--- config.mk ---
export PLATFORM = sky130hd
export DESIGN_NAME = car_request_detector
export DESIGN_NICKNAME = d
export VERILOG_FILES = /design/src/rtl/car_request_detector.sv
export SDC_FILE = /design/constraint.sdc
export NUM_CORES = 1
export LEC_CHECK = 0
export CAP_MARGIN = 20
export CORE_UTILIZATION = 30
export CTS_CLUSTER_DIAMETER = 30
export DETAILED_ROUTE_END_ITERATION = 10
export PLACE_DENSITY = 0.55
export SLEW_MARGIN = 10
export SYNTH_ARGS = -nofsm -noshare
export SYNTH_HDL_FRONTEND = slang
export SYNTH_SLANG_ARGS = --single-unit
export TNS_END_PERCENT = 100
--- constraint.sdc ---
create_clock -name clock -period 2.7 [get_ports clock]
set_input_delay 0.81 -clock clock [delete_from_list [all_inputs] [get_ports clock]]
set_output_delay 0.81 -clock clock [all_outputs]
set_load 0.02 [all_outputs]
--- src/rtl/car_request_detector.sv ---
// Car-present request conditioner: sync + debounce the loop sensor, hold the request until served.
// Latency: DEBOUNCE_CYCLES+2 edges sensor->car_req; no backpressure (free-running, outputs registered).
// Optional CAR_REQ_LATCH_EN: a raised request is held until served even if the car leaves.
module car_request_detector #(
    parameter int DEBOUNCE_CYCLES = 4,
    parameter int HOLD_CYCLES     = 8
) (
    input  logic       clock,
    input  logic       clear_n,
    input  logic       sensor_raw,
    input  logic [1:0] cntry_sig,
    output logic       car_req,
    output logic [7:0] served_count,
    output logic [1:0] req_state
);

    typedef enum logic [1:0] {
        IDLE    = 2'd0,
        PENDING = 2'd1,
        SERVING = 2'd2,
        GAP     = 2'd3
    } state_t;

    localparam logic [7:0] DB_LAST   = 8'(DEBOUNCE_CYCLES - 1);
    localparam logic [7:0] HOLD_LOAD = 8'(HOLD_CYCLES - 1);

    logic       sync1, sync2, sensor_db;
    logic [7:0] db_cnt;
    logic [7:0] hold_cnt;
    state_t     state;
    logic       green;

    // Lamp code 3 (undriven) is deliberately not green.
    assign green = (cntry_sig == 2'd2);

    always_ff @(posedge clock or negedge clear_n) begin
        if (!clear_n) begin
            sync1     <= 1'b0;
            sync2     <= 1'b0;
            sensor_db <= 1'b0;
            db_cnt    <= 8'd0;
        end else begin
            sync1 <= sensor_raw;
            sync2 <= sync1;
            if (sync2 == sensor_db) begin
                db_cnt <= 8'd0;
            end else if (db_cnt == DB_LAST) begin
                sensor_db <= sync2;
                db_cnt    <= 8'd0;
            end else begin
                db_cnt <= db_cnt + 8'd1;
            end
        end
    end

    always_ff @(posedge clock or negedge clear_n) begin
        if (!clear_n) begin
            state        <= IDLE;
            hold_cnt     <= 8'd0;
            served_count <= 8'd0;
        end else begin
            case (state)
                IDLE: begin
                    if (sensor_db) state <= PENDING;
                end
                PENDING: begin
                    if (green) begin
                        state <= SERVING;
                        if (served_count != 8'hFF) served_count <= served_count + 8'd1;
                    end
`ifndef CAR_REQ_LATCH_EN
                    else if (!sensor_db) begin
                        state <= IDLE;
                    end
`endif
                end
                SERVING: begin
                    if (!sensor_db) begin
                        state    <= GAP;
                        hold_cnt <= HOLD_LOAD;
                    end else if (!green) begin
                        state <= PENDING;
                    end
                end
                GAP: begin
                    // A returning car during the gap is the same service, so no recount.
                    if (sensor_db) begin
                        state <= green ? SERVING : PENDING;
                    end else if (hold_cnt == 8'd0 || !green) begin
                        state <= IDLE;
                    end else begin
                        hold_cnt <= hold_cnt - 8'd1;
                    end
                end
                default: state <= IDLE;
            endcase
        end
    end

    assign car_req   = (state != IDLE);
    assign req_state = state;

endmodule

==> summary.md, run 1 <==
| Metric | Value |
|---|---|
| Status | completed |
| Critical Path AT | 1.58 ns |
| Bufs on Longest Clock Path | 2 |
| Die area | 0.00492 sq mm |
| Post-synthesis cell count | 133 |
| Skew-Pair Late Insertion Delay | 0.27 ns |
| Most frequent cells in the layout | 29 x dfrtp_1, 16 x nor2_1, 15 x clkdlybuf4s50_1 |
| Post-route cell area | 0.00171 sq mm |
| Max-slew violations | 0 |
| EDFF count, synth | 0 |
| Avg Vias per Cell | 4.88 |
| Max cap viols | 0 |
| DP Area | 0.00161 sq mm |
| FF-to-FF Start | hold_cnt[0] |
| Aggregate routed wire length | 2580 um |
| Crit path launch | req_state[1] |
| CP endpoint kind | output port |
| N_diodes | 0 |
| YS warnings | 0 |
| Post_cts resized | 0 |
| Final TNS setup | 0 ns |
| DRT antenna net count | 0 |
| Largest net degree at the start of global routing | 30 |
| Maximum clock rate | 419 MHz |
| Worst reg2reg path depth | 6 |
| P per Cell Area | 840 mW/mm^2 |
| Core box area | 0.00441 sq mm |
| Drc violations | 0 |
| Period utilization | 88.4% |
| Minimum clock period | 2.39 ns |
| Num CTS Buffers | 5 |
| Total gr overflow | 0 |
| Static leakage | 0.780 nW |
| Largest vdd supply drop | 0.531 mV |
| Fillers | 406 |
| Critical Path RT | 1.89 ns |
| Number of global-route vias before repair | 985 |
| GRT Util Overall | 11.7% |
| Clock skew | 0.00494 ns |
| Root Buffer | clkbuf_8 |
| Ys async rst share | 100% |
| Unrepaired setup endpoints after global routing | no |
| IO Count | 16 |
| Synth Register Bits | 29 |
| Die Wd | 70.2 um |
| Area grow syn2layout | 22.7% |
| Row count | 24 |
| WL per Instance | 12.4 um |
| Drt pass-1 iters | 4 |
| Initial Util | 31.6% |
| Fraction of layout cells with a size suffix above 1 | 10.9% |
| Synthesized Nets | 142 |
| Global-route wire length before repair | 4490 um |
| Total number of vias | 1,016 |
| H-tree Lvls | 2 |
| HPWL after DPL | 1850 um |
| Nets | 164 |
| Setup Buffers After CTS | 0 |
| Rel. slew slack | 49.4% |
| Seq/Total Area, Yosys | 52.1% |
| Total power | 1.44 mW |
| Die Y | 70.2 um |
| Worst-margin pin slew | 0.757 ns |
| Clk pin slew, worst setup/hold paths | 0.06 ns |
| Hold_sp | sync1 |
| Syn_area_per_cell | 10.5 sq um |
| Most common cell after layout, fill and taps aside | dfrtp_1 |
| Setup-failing EPs final | 0 |
| Synth unique cells | 33 |
| Cell Area, Synth | 0.00139 sq mm |
| Port Buffer Count | 15 |
| Final RePlAce weighted congestion | 0.810 |
| Main synth FF type | dfrtp_1 |
| # hold bufs at CTS | 0 |
| Initial antenna violation count | 0 |
| CTS tree | done |
| Startpoint Class | register |
| Fin. Hold Viols | 0 |
| Hold depth | 0 |
| Max Fanout on Critical Path | 8 |
| DRT iter0 DRCs | 42 |
| Critical path class | reg2out |
| Clock tree sinks | 29 |
| Hold Path Class | reg2reg |
[per-stage QoR]
stage	util, %	std cells	setup slack, ns	hold WS, ns
floorplan	-	133	0.952	0.331
global placement	36.5	200	0.315	0.343
detailed placement	36.5	200	0.268	0.340
CTS	38.7	208	0.305	0.354
global route	38.7	208	0.261	0.361
finish	38.7	208	0.314	0.347
[worst max-delay path, cell delays in order (launching register included)]
cell and delay, ns:
dfrtp_1 0.45, or2_2 0.31, clkdlybuf4s50_1 0.55
[registers in the layout (all words and copies together), names as in the netlist]
name / flops
sync1: 1
sync2: 1
sensor_db: 1
db_cnt: 8
served_count: 8
hold_cnt: 8
req_state: 2
[layer usage]
layer | routed length (um) | track usage, % | vias up
met5 | 0 | 0 | -
met4 | 41 | 4.00 | 0
met3 | 133 | 4.33 | 6
met2 | 1120 | 16.8 | 28
met1 | 1290 | 16.2 | 471
li1 | - | - | 511
[final cells by class]
type / count / area [sq um] / share of cell area [%]
timing repair buffer: 17 / 165 / 9.66
clock buffer: 7 / 96.3 / 5.63
clock inverter: 1 / 5.00 / 0.293
inverter: 4 / 15.0 / 0.878
multi-input combinational: 98 / 638 / 37.3
tap: 52 / 65.1 / 3.80
sequential: 29 / 726 / 42.4
[where the power goes]
group	internal [mW]	leakage (nW)	switching (mW)	total [mW]
clock	0.230	0.0542	0.158	0.388
combinational	0.216	0.354	0.229	0.445
sequential	0.511	0.372	0.0917	0.603
total	0.957	0.780	0.479	1.44
[cells in the mapped netlist (2+ instances only)]
library cell	count	area, sq um
ha_1	4	50.1
a21oi_1	2	10.0
inv_1	4	15.0
nand2b_1	2	12.5
xnor2_1	6	52.6
mux2_2	2	22.5
nand2_1	10	37.5
nor3b_1	2	15.0
nor4_1	2	12.5
dfrtp_1	29	726
xor2_1	10	87.6
and3_1	4	25.0
nor3_1	8	40.0
or3b_2	2	17.5
o21ai_1	4	20.0
nand3_1	6	30.0
a41o_1	2	20.0
a31oi_1	4	25.0
nor2_1	16	60.1
[path summary, 6_finish.rpt]
check                         endpoint  slack, ns
setup reg to reg           hold_cnt[6]       0.90
min in group asynchronous  hold_cnt[6]       0.92
max in group asynchronous    db_cnt[0]       1.49
setup / recovery               car_req       0.31
hold / removal                   sync2       0.35
hold reg to reg                  sync2       0.35
[logic make-up (layout without fill, tap and decap cells)]
logic type      Yosys count  in the layout  share of synthesized area, %
compound gates           16             16                          7.45
xor+xnor                 16             16                          10.1
fa+ha+maj                 4              4                          3.59
buf+inv                   6             29                          2.15
flops                    29             29                          52.1
mux                       3              3                          2.33
simple gates             59             59                          22.4
No activity file was read; power rests on OpenSTA's default activity.
==> run 2, diff against run 1 <==
--- a/config.mk
+++ b/config.mk
@@ -6,10 +6,10 @@
 export NUM_CORES = 1
 export LEC_CHECK = 0
 export CAP_MARGIN = 20
-export CORE_UTILIZATION = 30
+export CORE_UTILIZATION = 32
 export CTS_CLUSTER_DIAMETER = 30
 export DETAILED_ROUTE_END_ITERATION = 10
-export PLACE_DENSITY = 0.55
+export PLACE_DENSITY = 0.57
 export SLEW_MARGIN = 10
 export SYNTH_ARGS = -nofsm -noshare
 export SYNTH_HDL_FRONTEND = slang
==> run 2 against run 1 <==
First-iteration DRC count decreased by 48%. Clock power decreased by 13%. Largest power group unchanged. Core utilization increased by 2.4 points. Power decreased by 4.2%. Wire length increased by 3.3%. Sequential share of layout area increased by 0.73 points. Critical path depth unchanged. Non-clock buffer count decreased by 1. Fmax decreased by 1.7%.
==> summary.md, run 2 (synthesis gave the netlist of run 1 again) <==
| Metric | Value |
|---|---|
| Num CTS Buffers | 5 (unchanged) |
| Global-route wire length before repair | 4560 um (+1.5%) |
| Critical path class | reg2out |
| Minimum clock period | 2.43 ns (+0.0416 ns) |
| DR WL met2 | 1240 um (+11%) |
| P_int | 0.896 mW (-6.3%) |
| DRT iter0 DRCs | 22 (-48%) |
| Status | completed |
| Post_cts resized | 0 (unchanged) |
| N_diodes | 0 (unchanged) |
| Nets | 163 (-0.61%) |
| Dpl ws | 0.322 ns (+0.0533 ns) |
| Metal-1 WL | 1290 um (+0.15%) |
| Aggregate routed wire length | 2670 um (+3.3%) |
| Drt pass-1 iters | 4 (unchanged) |
| Fraction of layout cells with a size suffix above 1 | 9.68% (-1.2 points) |
| Critical Path RT | 1.89 ns (about the same) |
| Root Buffer | clkbuf_8 |
| Critical Path AT | 1.62 ns (+0.04 ns) |
| Setup-failing EPs final | 0 (unchanged) |
| Switching Fraction | 34.8% (+1.5 points) |
| H-tree Lvls | 2 (unchanged) |
| Most frequent cells in the layout | 29 x dfrtp_1, 16 x nor2_1, 15 x clkdlybuf4s50_1 |
| Met3 WL | 96 um (-28%) |
| Final WS setup | 0.272 ns (-0.0416 ns) |
| Reg2Reg Setup Slack | 0.86 ns (-0.04 ns) |
| Max Fanout on Critical Path | 9 (+1) |
| Comb power frac | 30.4% (-0.6 points) |
| Port Buffer Count | 15 (unchanged) |
| Hold Path Class | reg2reg |
| Maximum clock rate | 412 MHz (-1.7%) |
| Avg Vias per Cell | 5.09 (+4.2%) |
| Sequential share of power | 45.1% (+3.1 points) |
| Largest vdd supply drop | 0.395 mV (-26%) |
| IO Count | 16 (unchanged) |
| Crit-path leading delay family | buffers and inverters |
| Total power | 1.38 mW (-4.2%) |
| CP endpoint kind | output port |
| Net Sw Power | 0.479 mW (about the same) |
| Number of global-route vias before repair | 1,010 (+2.5%) |
| WL per Instance | 13.0 um (+4.8%) |
| Die Y | 68 um (-3.1%) |
| Startpoint Class | register |
| Final TNS setup | 0 ns (unchanged) |
| Initial antenna violation count | 0 (unchanged) |
| Most common cell after layout, fill and taps aside | dfrtp_1 |
| Post-route cell area | 0.00168 sq mm (-1.7%) |
| Dpl cells | 197 (-1.5%) |
| # hold bufs at CTS | 0 (unchanged) |
| DP Area | 0.00160 sq mm (-0.62%) |
| Largest registers | db_cnt: 8 flops, hold_cnt: 8 flops, served_count: 8 flops |
| P per Cell Area | 818 mW/mm^2 (-2.6%) |
| Max Used Layer | met4 |
| Final RePlAce weighted congestion | 0.822 (+1.4%) |
| CTS tree | done |
| Rel. slew slack | 54.7% (+5.3 points) |
| Min Hold Slack | 0.349 ns (+0.00173 ns) |
| Non-filler instance count after layout | 205 (-1.4%) |
| Largest net degree at the start of global routing | 30 (unchanged) |
| Final core occ | 41.2% (+2.4 points) |
| Fin. Hold Viols | 0 (unchanged) |
| GRT Util Overall | 13.6% (+1.8 points) |
| Drc violations | 0 (unchanged) |
| Slowest stage delay, CP | 0.55 ns (about the same) |
| Area grow syn2layout | 20.6% |
| Max cap viols | 0 (unchanged) |
| HPWL after DPL | 1910 um (+3.2%) |
| Worst-margin pin slew | 0.677 ns (-0.0799 ns) |
| Clock skew | 0.00710 ns (+0.00216 ns) |
| Skew-Pair Late Insertion Delay | 0.27 ns (about the same) |
| Row count | 23 (-4.2%) |
| Static leakage | 0.766 nW (-1.8%) |
| Core box area | 0.00409 sq mm (-7.4%) |
| DRT antenna net count | 0 (unchanged) |
| Clock tree sinks | 29 (unchanged) |
| Total gr overflow | 0 (unchanged) |
| Die area | 0.00462 sq mm (-6.1%) |
| Die Wd | 68 um (-3.1%) |
| Unrepaired setup endpoints after global routing | no |
| Bufs on Longest Clock Path | 2 (unchanged) |
| Clk pin slew, worst setup/hold paths | 0.06 ns (about the same) |
| Setup Buffers After CTS | 0 (unchanged) |
| Period utilization | 89.9% (+1.5 points) |
| Total number of vias | 1,043 (+2.7%) |
| Max-slew violations | 0 (unchanged) |
| Clock Power Share | 24.5% (-2.5 points) |
| Initial Util | 34.1% (+2.5 points) |
| Buf/Inv on CP | 1 (unchanged) |
| CP Cell Sequence | or2_2 -> clkdlybuf4s50_1 |
| Slowest cell on crit path | clkdlybuf4s50_1 |
## run 2: worst paths after layout
check | startpoint | end | cells after the start
max | req_state[0] | car_req | 2
min | sync1 | sync2 | 0
max reg2reg | hold_cnt[0] | hold_cnt[0] | 6
min reg2reg | sync1 | sync2 | 0
max in group asynchronous | clear_n | hold_cnt[2] | 2
min in group asynchronous | clear_n | req_state[1] | 2
## run 2: worst reg2reg max path, stage by stage, from the launching register on
cell	delay, ns
dfrtp_1	0.40
inv_1	0.09
ha_1	0.15
or3b_2	0.49
o21a_1	0.29
nor3_1	0.21
a31oi_1	0.06
## run 2: metal layers
layer / track usage (%) / vias up
met1: 16.9 / 505
met4: 7.81 / 0
li1: - / 506
met2: 21.2 / 28
met3: 3.33 / 4
met5: 0 / -
## run 2: area by class of cell
class,instances,area (sq um)
fill,404,2400
clock buffer,6,72.6
sequential,29,726
inverter,4,15.0
clock inverter,2,10.0
multi-input combinational,98,638
tap,50,62.6
timing repair buffer,16,158
## run 2: power groups by stage
stage	sequential, mW	combinational (mW)	clock, mW
final	0.620	0.419	0.337
after global placement	0.626	0.415	0
after detailed placement	0.626	0.426	0
after floorplan	0.641	0.235	0
after CTS	0.621	0.427	0.349
after global routing	0.639	0.471	0.364
